**src/rtl/cfo_packet_tx.sv**
```systemverilog
// Packet/EWM transmitter: serialises CFO packet and EWM requests into a 16-bit K28.5-idled word stream.
// Latency: request sampled at T, first word (EWM or w0) on tx_data at T+2; all outputs registered.
// Backpressure: none; a request arriving while its pending slot is occupied is dropped and counted.
// Optional macro CFO_PKT_CRC_EN appends a CRC-16-CCITT word and makes packets 9 words long.
module cfo_packet_tx #(
    parameter logic [15:0] IDLE_WORD = 16'h50BC,
    parameter logic [15:0] EWM_WORD  = 16'h001C,
    parameter logic [2:0]  SUBSYS_ID = 3'd1
) (
    input  logic        serdesclk,
    input  logic        serdesclk_reset,
    input  logic        startCFO,
    input  logic [3:0]  CFO_packet_type,
    input  logic [31:0] event_mode,
    input  logic [47:0] EWtag,
    input  logic        startEWM,
    output logic [15:0] tx_data,
    output logic [1:0]  tx_kchar,
    output logic        tx_sop,
    output logic        tx_eop,
    output logic [31:0] pkt_count,
    output logic [15:0] drop_count,
    output logic        overflow
);

`ifdef CFO_PKT_CRC_EN
    localparam logic [15:0] BYTE_CNT = 16'h0012;
    typedef enum logic [1:0] {ST_IDLE, ST_EWM, ST_PKT, ST_CRC} state_t;
`else
    localparam logic [15:0] BYTE_CNT = 16'h0010;
    typedef enum logic [1:0] {ST_IDLE, ST_EWM, ST_PKT} state_t;
`endif

    state_t      state_q, state_d;
    logic [2:0]  idx_q, idx_d;
    logic        pkt_pend_q, pkt_pend_d;
    logic [3:0]  slot_type_q, slot_type_d;
    logic [47:0] slot_tag_q, slot_tag_d;
    logic [31:0] slot_mode_q, slot_mode_d;
    logic        ewm_pend_q, ewm_pend_d;
    logic [3:0]  wk_type_q, wk_type_d;
    logic [47:0] wk_tag_q, wk_tag_d;
    logic [31:0] wk_mode_q, wk_mode_d;
    logic [15:0] tx_data_q, tx_data_d;
    logic [1:0]  tx_kchar_q, tx_kchar_d;
    logic        tx_sop_q, tx_sop_d;
    logic        tx_eop_q, tx_eop_d;
    logic [31:0] pkt_count_q, pkt_count_d;
    logic [15:0] drop_count_q, drop_count_d;
    logic        overflow_q, overflow_d;
`ifdef CFO_PKT_CRC_EN
    logic [15:0] crc_q, crc_d;

    // One 16-bit word through CRC-16-CCITT, MSB first.
    function automatic logic [15:0] crc16_word(input logic [15:0] crc_in, input logic [15:0] data);
        logic [15:0] c;
        c = crc_in;
        for (int b = 15; b >= 0; b--) begin
            if (c[15] ^ data[b]) c = {c[14:0], 1'b0} ^ 16'h1021;
            else                 c = {c[14:0], 1'b0};
        end
        return c;
    endfunction
`endif

    logic        boundary, take_ewm, take_pkt, type_ok, cfo_ok, cfo_drop, ewm_drop;
    logic [15:0] pkt_word;
    logic [16:0] drop_sum;

    // Next-state: word-boundary arbitration, word generation, request capture and counters.
    always_comb begin
        state_d      = state_q;
        idx_d        = idx_q;
        pkt_pend_d   = pkt_pend_q;
        slot_type_d  = slot_type_q;
        slot_tag_d   = slot_tag_q;
        slot_mode_d  = slot_mode_q;
        ewm_pend_d   = ewm_pend_q;
        wk_type_d    = wk_type_q;
        wk_tag_d     = wk_tag_q;
        wk_mode_d    = wk_mode_q;
        pkt_word     = 16'h0000;
`ifdef CFO_PKT_CRC_EN
        crc_d        = crc_q;
        // The last data word hands over to the CRC word, so it is not a boundary.
        boundary     = (state_q != ST_PKT);
`else
        boundary     = (state_q != ST_PKT) || (idx_q == 3'd7);
`endif
        take_ewm     = boundary && ewm_pend_q;
        take_pkt     = boundary && !ewm_pend_q && pkt_pend_q;

        if (take_ewm) begin
            state_d = ST_EWM;
        end else if (take_pkt) begin
            state_d   = ST_PKT;
            idx_d     = 3'd0;
            wk_type_d = slot_type_q;
            wk_tag_d  = slot_tag_q;
            wk_mode_d = slot_mode_q;
        end else if (boundary) begin
            state_d = ST_IDLE;
`ifdef CFO_PKT_CRC_EN
        end else if (idx_q == 3'd7) begin
            state_d = ST_CRC;
`endif
        end else begin
            idx_d = idx_q + 3'd1;
        end

        case (idx_d)
            3'd0:    pkt_word = BYTE_CNT;
            3'd1:    pkt_word = {1'b1, 4'b0000, SUBSYS_ID, wk_type_d, 4'h0};
            3'd2:    pkt_word = wk_tag_d[15:0];
            3'd3:    pkt_word = wk_tag_d[31:16];
            3'd4:    pkt_word = wk_tag_d[47:32];
            3'd5:    pkt_word = wk_mode_d[15:0];
            3'd6:    pkt_word = wk_mode_d[31:16];
            default: pkt_word = 16'h0000;
        endcase

        tx_data_d  = IDLE_WORD;
        tx_kchar_d = 2'b01;
        tx_sop_d   = 1'b0;
        tx_eop_d   = 1'b0;
        case (state_d)
            ST_EWM: tx_data_d = EWM_WORD;
            ST_PKT: begin
                tx_data_d  = pkt_word;
                tx_kchar_d = 2'b00;
                tx_sop_d   = (idx_d == 3'd0);
`ifdef CFO_PKT_CRC_EN
                crc_d      = crc16_word((idx_d == 3'd0) ? 16'hFFFF : crc_q, pkt_word);
`else
                tx_eop_d   = (idx_d == 3'd7);
`endif
            end
`ifdef CFO_PKT_CRC_EN
            ST_CRC: begin
                tx_data_d  = crc_q;
                tx_kchar_d = 2'b00;
                tx_eop_d   = 1'b1;
            end
`endif
            default: ;
        endcase
        pkt_count_d = pkt_count_q + {31'd0, tx_eop_d};

        // The slot is freed before capture so a transfer and a new request can share a cycle.
        if (take_pkt) pkt_pend_d = 1'b0;
        type_ok = (CFO_packet_type == 4'd1) || (CFO_packet_type == 4'd2) || (CFO_packet_type == 4'd3);
        cfo_ok  = startCFO && type_ok && !pkt_pend_d;
        cfo_drop = startCFO && !cfo_ok;
        if (cfo_ok) begin
            pkt_pend_d  = 1'b1;
            slot_type_d = CFO_packet_type;
            slot_tag_d  = EWtag;
            slot_mode_d = event_mode;
        end
        ewm_drop   = startEWM && ewm_pend_q && !take_ewm;
        ewm_pend_d = (ewm_pend_q && !take_ewm) || startEWM;

        drop_sum     = {1'b0, drop_count_q} + {16'd0, cfo_drop} + {16'd0, ewm_drop};
        drop_count_d = drop_sum[16] ? 16'hFFFF : drop_sum[15:0];
        overflow_d   = overflow_q || cfo_drop || ewm_drop;
    end

    // FSM and all registered outputs/state; reset abandons any packet in flight.
    always_ff @(posedge serdesclk) begin
        if (serdesclk_reset) begin
            state_q      <= ST_IDLE;
            idx_q        <= 3'd0;
            pkt_pend_q   <= 1'b0;
            slot_type_q  <= 4'd0;
            slot_tag_q   <= 48'd0;
            slot_mode_q  <= 32'd0;
            ewm_pend_q   <= 1'b0;
            wk_type_q    <= 4'd0;
            wk_tag_q     <= 48'd0;
            wk_mode_q    <= 32'd0;
            tx_data_q    <= IDLE_WORD;
            tx_kchar_q   <= 2'b01;
            tx_sop_q     <= 1'b0;
            tx_eop_q     <= 1'b0;
            pkt_count_q  <= 32'd0;
            drop_count_q <= 16'd0;
            overflow_q   <= 1'b0;
`ifdef CFO_PKT_CRC_EN
            crc_q        <= 16'hFFFF;
`endif
        end else begin
            state_q      <= state_d;
            idx_q        <= idx_d;
            pkt_pend_q   <= pkt_pend_d;
            slot_type_q  <= slot_type_d;
            slot_tag_q   <= slot_tag_d;
            slot_mode_q  <= slot_mode_d;
            ewm_pend_q   <= ewm_pend_d;
            wk_type_q    <= wk_type_d;
            wk_tag_q     <= wk_tag_d;
            wk_mode_q    <= wk_mode_d;
            tx_data_q    <= tx_data_d;
            tx_kchar_q   <= tx_kchar_d;
            tx_sop_q     <= tx_sop_d;
            tx_eop_q     <= tx_eop_d;
            pkt_count_q  <= pkt_count_d;
            drop_count_q <= drop_count_d;
            overflow_q   <= overflow_d;
`ifdef CFO_PKT_CRC_EN
            crc_q        <= crc_d;
`endif
        end
    end

    assign tx_data    = tx_data_q;
    assign tx_kchar   = tx_kchar_q;
    assign tx_sop     = tx_sop_q;
    assign tx_eop     = tx_eop_q;
    assign pkt_count  = pkt_count_q;
    assign drop_count = drop_count_q;
    assign overflow   = overflow_q;

endmodule

```
**config.mk**
```make
export PLATFORM = sky130hd
export DESIGN_NAME = cfo_packet_tx
export DESIGN_NICKNAME = d
export VERILOG_FILES = /design/src/rtl/cfo_packet_tx.sv
export SDC_FILE = /design/constraint.sdc
export NUM_CORES = 1
export LEC_CHECK = 0
export BUFFER_PORTS_ARGS = -buffer_cell sky130_fd_sc_hd__buf_2
export CAP_MARGIN = 20
export CORE_MARGIN = 3
export CORE_UTILIZATION = 51
export CTS_CLUSTER_DIAMETER = 200
export DETAILED_ROUTE_END_ITERATION = 10
export PLACE_DENSITY = 0.85
export SYNTH_ARGS = -nofsm -noshare
export SYNTH_HDL_FRONTEND = slang
export SYNTH_SLANG_ARGS = --single-unit
```
**constraint.sdc**
```tcl
create_clock -name serdesclk -period 3.4 [get_ports serdesclk]
set_input_delay 0 -clock serdesclk [delete_from_list [all_inputs] [get_ports serdesclk]]
set_output_delay 0 -clock serdesclk [all_outputs]
set_load 0.01 [all_outputs]
```
; After elaboration in Yosys (flattened, before gate mapping)
; Index checks and enable logic that the tools add are counted.
[word_totals]
regBits = 244
inputBits = 88
output_inout_bits = 69
[op_classes]
n_addsub = 4
eq_ne = 14
n_mux = 19
bitwise_logic = 1
reduce_logical = 21
[op_table]
columns = operator, count
row1 = $pmux W16 S7, 1
row2 = $mux W48, 2
row3 = $mux W32, 2
row4 = $add A32 B1 Y32, 1
row5 = $pmux W16 S2, 1
row6 = $add A16 B1 Y17, 1
row7 = $add A17 B1 Y17, 1
row8 = $mux W16, 1
row9 = $eq A3 B3 Y1 const B, 5
row10 = $logic_and A1 B1 Y1, 9
row11 = $mux W3, 3
row12 = $eq A4 B2 Y1 const B, 2
row13 = $mux W4, 2
row14 = $eq A3 B2 Y1 const B, 2
row15 = $logic_or A1 B1 Y1, 6
row16 = $mux W2, 3
row17 = $eq A4 B1 Y1 const B, 1
row18 = $logic_not A1 Y1, 4
row19 = $mux W1, 4
row20 = $add A3 B1 Y3 const B, 1
row21 = $eq A3 B1 Y1 const B, 1
row22 = $logic_not A3 Y1, 1
row23 = $eq A2 B1 Y1 const B, 1
row24 = $eq A2 B2 Y1 const B, 1
row25 = 3 further kinds, 3

; Logic depth before layout (Yosys ltp)
[depth]
word_depth = 12
mapped_depth = 19
mapped_depth_nobuf = 16

; Worst setup path after synthesis
; OpenSTA, ideal clock, no wires.
[synth_path]
kind = reg-to-reg
startpoint = reg idx_q[0]
endpoint = reg pkt_count_q[12] (netlist: pkt_count[12])
setup_ns = 0.128
arrival_time_ns = 3.351
t_required_ns = 3.272
setup_slack_ns = -0.079
stages_incl_launch_ff = 18
path_cell_list = dfxtp_1 > ha_1 > ha_1 > or3b_1 > buf_2 > buf_4 > buf_6 > nand2_1 > ha_1 > inv_1 > nor2_1 > ha_1 > ha_1 > nand2_1 > nor4_2 > and3_1 > xnor2_1 > nor2_1
[synth_via]
elab_chain_cells = 9
word_cells_on_any_way = 16
classes_between = add/sub: 2 / eq/ne: 3 / mux: 7 / reduce/logical: 4
[synth_lines]
columns = element, line
row1 = start: declaration, 35  ; logic [2:0] idx_q, idx_d;
row2 = start signal: assignment, 193  ; idx_q <= idx_d;
row3 = branches (longest 7 deep; another with $add A3 B1 Y3), --
row4 = $mux W1 (*), 126  ; case (state_d)
row5 = named net tx_eop_d, 47  ; logic tx_eop_q, tx_eop_d;
row6 = $add A32 B1 Y32 (*), 147  ; pkt_count_d = pkt_count_q + {31'd0, tx_eop_d};
row7 = end signal: assignment, 206  ; pkt_count_q <= pkt_count_d;
row8 = end: declaration, 48  ; logic [31:0] pkt_count_q, pkt_count_d;
; Mark *: on every way through the listed nets, which the timed path passes.
; A chain may end at the register's enable or synchronous reset.

; Worst setup path in the final report
[layout_path]
startpoint = reg idx_q[0]
endpoint = reg pkt_count_q[28] (netlist: pkt_count[28])
; The elaborated chain is that of the path after synthesis.

==> metrics.md <==
| Metric | Value |
|---|---|
| Outcome | `complete, no violations` |
| Worst hold path type | `input port to register` |
| Io pins | `157` |
| Vias in the first global route | `8,877` |
| Worst slew margin | `44.1%` |
| Core ar. | `18,900 um2` |
| Post-Synth XOR/XNOR Area | `3.18%` |
| Dominant cell type by area after synthesis | `dfxtp_1` |
| Final hold vios | `0` |
| First-pass GRT wire length | `45.5 mm` |
| Worst path required time | `3770 ps` |
| Crit share post-route | `95.3%` |
| Worst r2r src | `idx_q[0]` |
| Setup crit start kind | `register` |
| CP Capture Type | `register` |
| EDFF count, synth | `0` |
| Final wirelength | `28.1 mm` |
| TritonCTS clock tree | `yes` |
| Clock Latency Late Sink | `520 ps` |
| Layout area overhead | `27.2%` |
| Initial antenna violation count | `0` |
| Skew final | `18.2 ps` |
| Synthesized instance count | `1,217` |
| Synth Net Count | `1,313` |
| # rows | `50` |
| PwrDens | `469 nW/um2` |
| Hold wc startpoint | `CFO_packet_type[3]` |
| Seq pwr share | `49.4%` |
| Simple-Gate Fraction of Synth Area | `23.5%` |
| Worst slew pin tran | `838 ps` |
| Switching share of power | `22.0%` |
| Largest net degree at the start of global routing | `132` |
| Clock power frac | `44.6%` |
| Post-synth ARST share | `0%` |
| Port bufs | `155` |
| Compound-Gate Fraction of Synth Area | `17.3%` |
| Max-cap violations | `0` |
| Area of the die | `21,100 um2` |
| Crit Path Category | `register to register` |
| Vias | `9,417` |
| Chip height | `145 um` |
| Mux cell area share after synthesis | `1.21%` |
| Clock slew at reported path FFs | `60 ps` |
| Seq cells post-synth | `243` |
| Top-count cell post-synth | `nand2_1` |
| Drt initial violations | `855` |
| Half-perimeter wire length after placement | `17.9 mm` |
| Largest family of logic cells by synthesized area | `simple AND/OR/NAND/NOR gates` |
| Postcts setup bufs | `0` |
| Logic pwr share | `6.0%` |
| Most frequent cells after synthesis | `357 x nand2_1, 243 x dfxtp_1, 201 x a21oi_1, 55 x nor2_1, 45 x clkbuf_1` |
| Fin util | `66.7%` |
| Synth top area share | `49.1%` |
| Mapped Area | `9910 um2` |
| Synth warnings | `0` |
| CP Max Fanout | `5` |
| Gpl congestion | `0.942` |
| Inserted Diodes | `0` |
| Final hold slack | `157 ps` |
| CTS buffer count | `25` |
| Htree depth | `1` |
| Max rail drop VDD | `366 uV` |
| Top post-synthesis cells by area | `dfxtp_1 49%, nand2_1 14%, a21oi_1 10%` |
| Adder-cell area share of the yosys netlist | `1.09%` |
| RSZ-0062 raised after global routing | `false` |
| # setup viols final | `0` |
| Final Critical Period | `3240 ps` |
| Die X | `145 um` |
| Routed Antenna Nets | `0` |
| Most used DFF post-synth | `dfxtp_1` |
| Starting Density | `52.5%` |
| Post-Layout Inst Area | `12,600 um2` |
| Setup crit start | `idx_q[0]` |
| Avg Vias per Cell | `5.53` |
| Sequential share of the synthesized area | `49.1%` |
| GRT Overall Usage | `25.5%` |
| CTS sink cnt | `243` |
| Number of remaining DRC errors | `0` |
| 1st-pass router iterations | `6` |
| Root buffer cell | `clkbuf_16` |
| Post-synthesis cell type count | `72` |
| Final slew viol count | `0` |
| # fillers | `1,465` |
| Setup_tns | `0 ps` |
| Layout cells sized above 1 | `17.7%` |
| Sw Pwr | `1300 uW` |
| Total grt overflow | `0` |
| CP Data Arrival Time | `3610 ps` |
| DP Area | `10,900 um2` |
| P_int | `4610 uW` |
| DR WL/cell | `16.5 um` |
| Bufs on Longest Clock Path | `3` |
| Net count, final | `1,526` |
| Pwr Total | `5910 uW` |
| Leakage | `0.00468 uW` |
| Syn_area_per_cell | `8.14 um2` |
| Fmax | `0.309 GHz` |
-- per-layer routing --
layer | GRT usage, % | vias to the layer above | part of all wire, %
li1 | - | 4580 | -
met1 | 34.4 | 4417 | 42
met2 | 42.7 | 359 | 49
met3 | 4.17 | 61 | 7.1
met4 | 7.31 | 0 | 2.5
met5 | 0 | - | 0
-- through the flow --
stage,cells,setup WS [ps]
finish,1703,161
global route,1703,3.02
CTS,1702,44.8
detailed placement,1574,49.9
global placement,1574,134
floorplan,1217,19.1
-- final timing paths --
kind | to | slack, ps | cells after the start
setup / recovery | pkt_count[28] | 160 | 15
hold reg to reg | wk_type_q[1] | 450 | 2
setup reg to reg | pkt_count[28] | 160 | 15
hold / removal | slot_mode_q[13] | 160 | 5
-- layout make-up --
type,instances,area [um2],share of cell area [%]
multi-input cells,870,4650,36.9
well taps,260,325,2.58
flip-flops and latches,243,4860,38.6
clock buffers,31,678,5.38
repair buffers,272,1920,15.2
clock inverters,9,101,0.804
inverters,18,67.6,0.536
-- power groups by stage --
stage	clock [uW]	combinational [uW]	sequential (uW)
floorplan	0	161	2980
global placement	0	261	2980
detailed placement	0	265	2980
CTS	2650	345	2920
global route	2790	389	2920
finish	2640	355	2920
-- logic make-up after synthesis --
family / Yosys count
XOR/XNOR: 36
other: 1
AND/OR/NAND/NOR: 531
flip-flops: 243
adder cells (fa/ha/maj): 8
multiplexers: 10
buffers and inverters: 104
AO/OA/AOI/OAI: 284
-- layout by cell type (no fill, tap or decap), types with 7 or more instances in the layout --
cell           instances
nand2_1              355
dfxtp_1              243
a21oi_1              201
buf_2                154
dlygate4sd3_1         88
nor2_1                53
nand3_1               28
xor2_1                27
buf_4                 26
clkbuf_16             25
inv_1                 18
nor3_1                15
nand4_1               15
a211oi_1              11
and3_1                11
xnor2_1                9
a221oi_1               8
a31oi_1                7
-- registers in the layout, indices dropped and copies added, names as in the netlist, 4 cells and up --
name	flops
drop_count	16
pkt_count	32
slot_mode_q	32
slot_tag_q	48
slot_type_q	4
tx_data	16
wk_mode_q	32
wk_tag_q	48
wk_type_q	4
-- repair_timing --
item                                   4_1_cts  5_1_grt
endpoints found under the hold margin       91        0
setup endpoints to repair                    0       28
gates resized for setup                      0       12
hold buffers                                88        0
-- critical path: stages, from the launching register on --
cell     delay (ps)
dfxtp_1         320
ha_1            200
ha_2            210
or3b_4          430
mux2_4          310
or2_1           250
nor2_2          110
ha_2            190
ha_2            190
nand2_2          80
buf_4           150
nor3_2          140
buf_4           150
nand4_1         110
xor2_1          210
nor2_1           60
No activity file was read; power rests on OpenSTA's default activity.
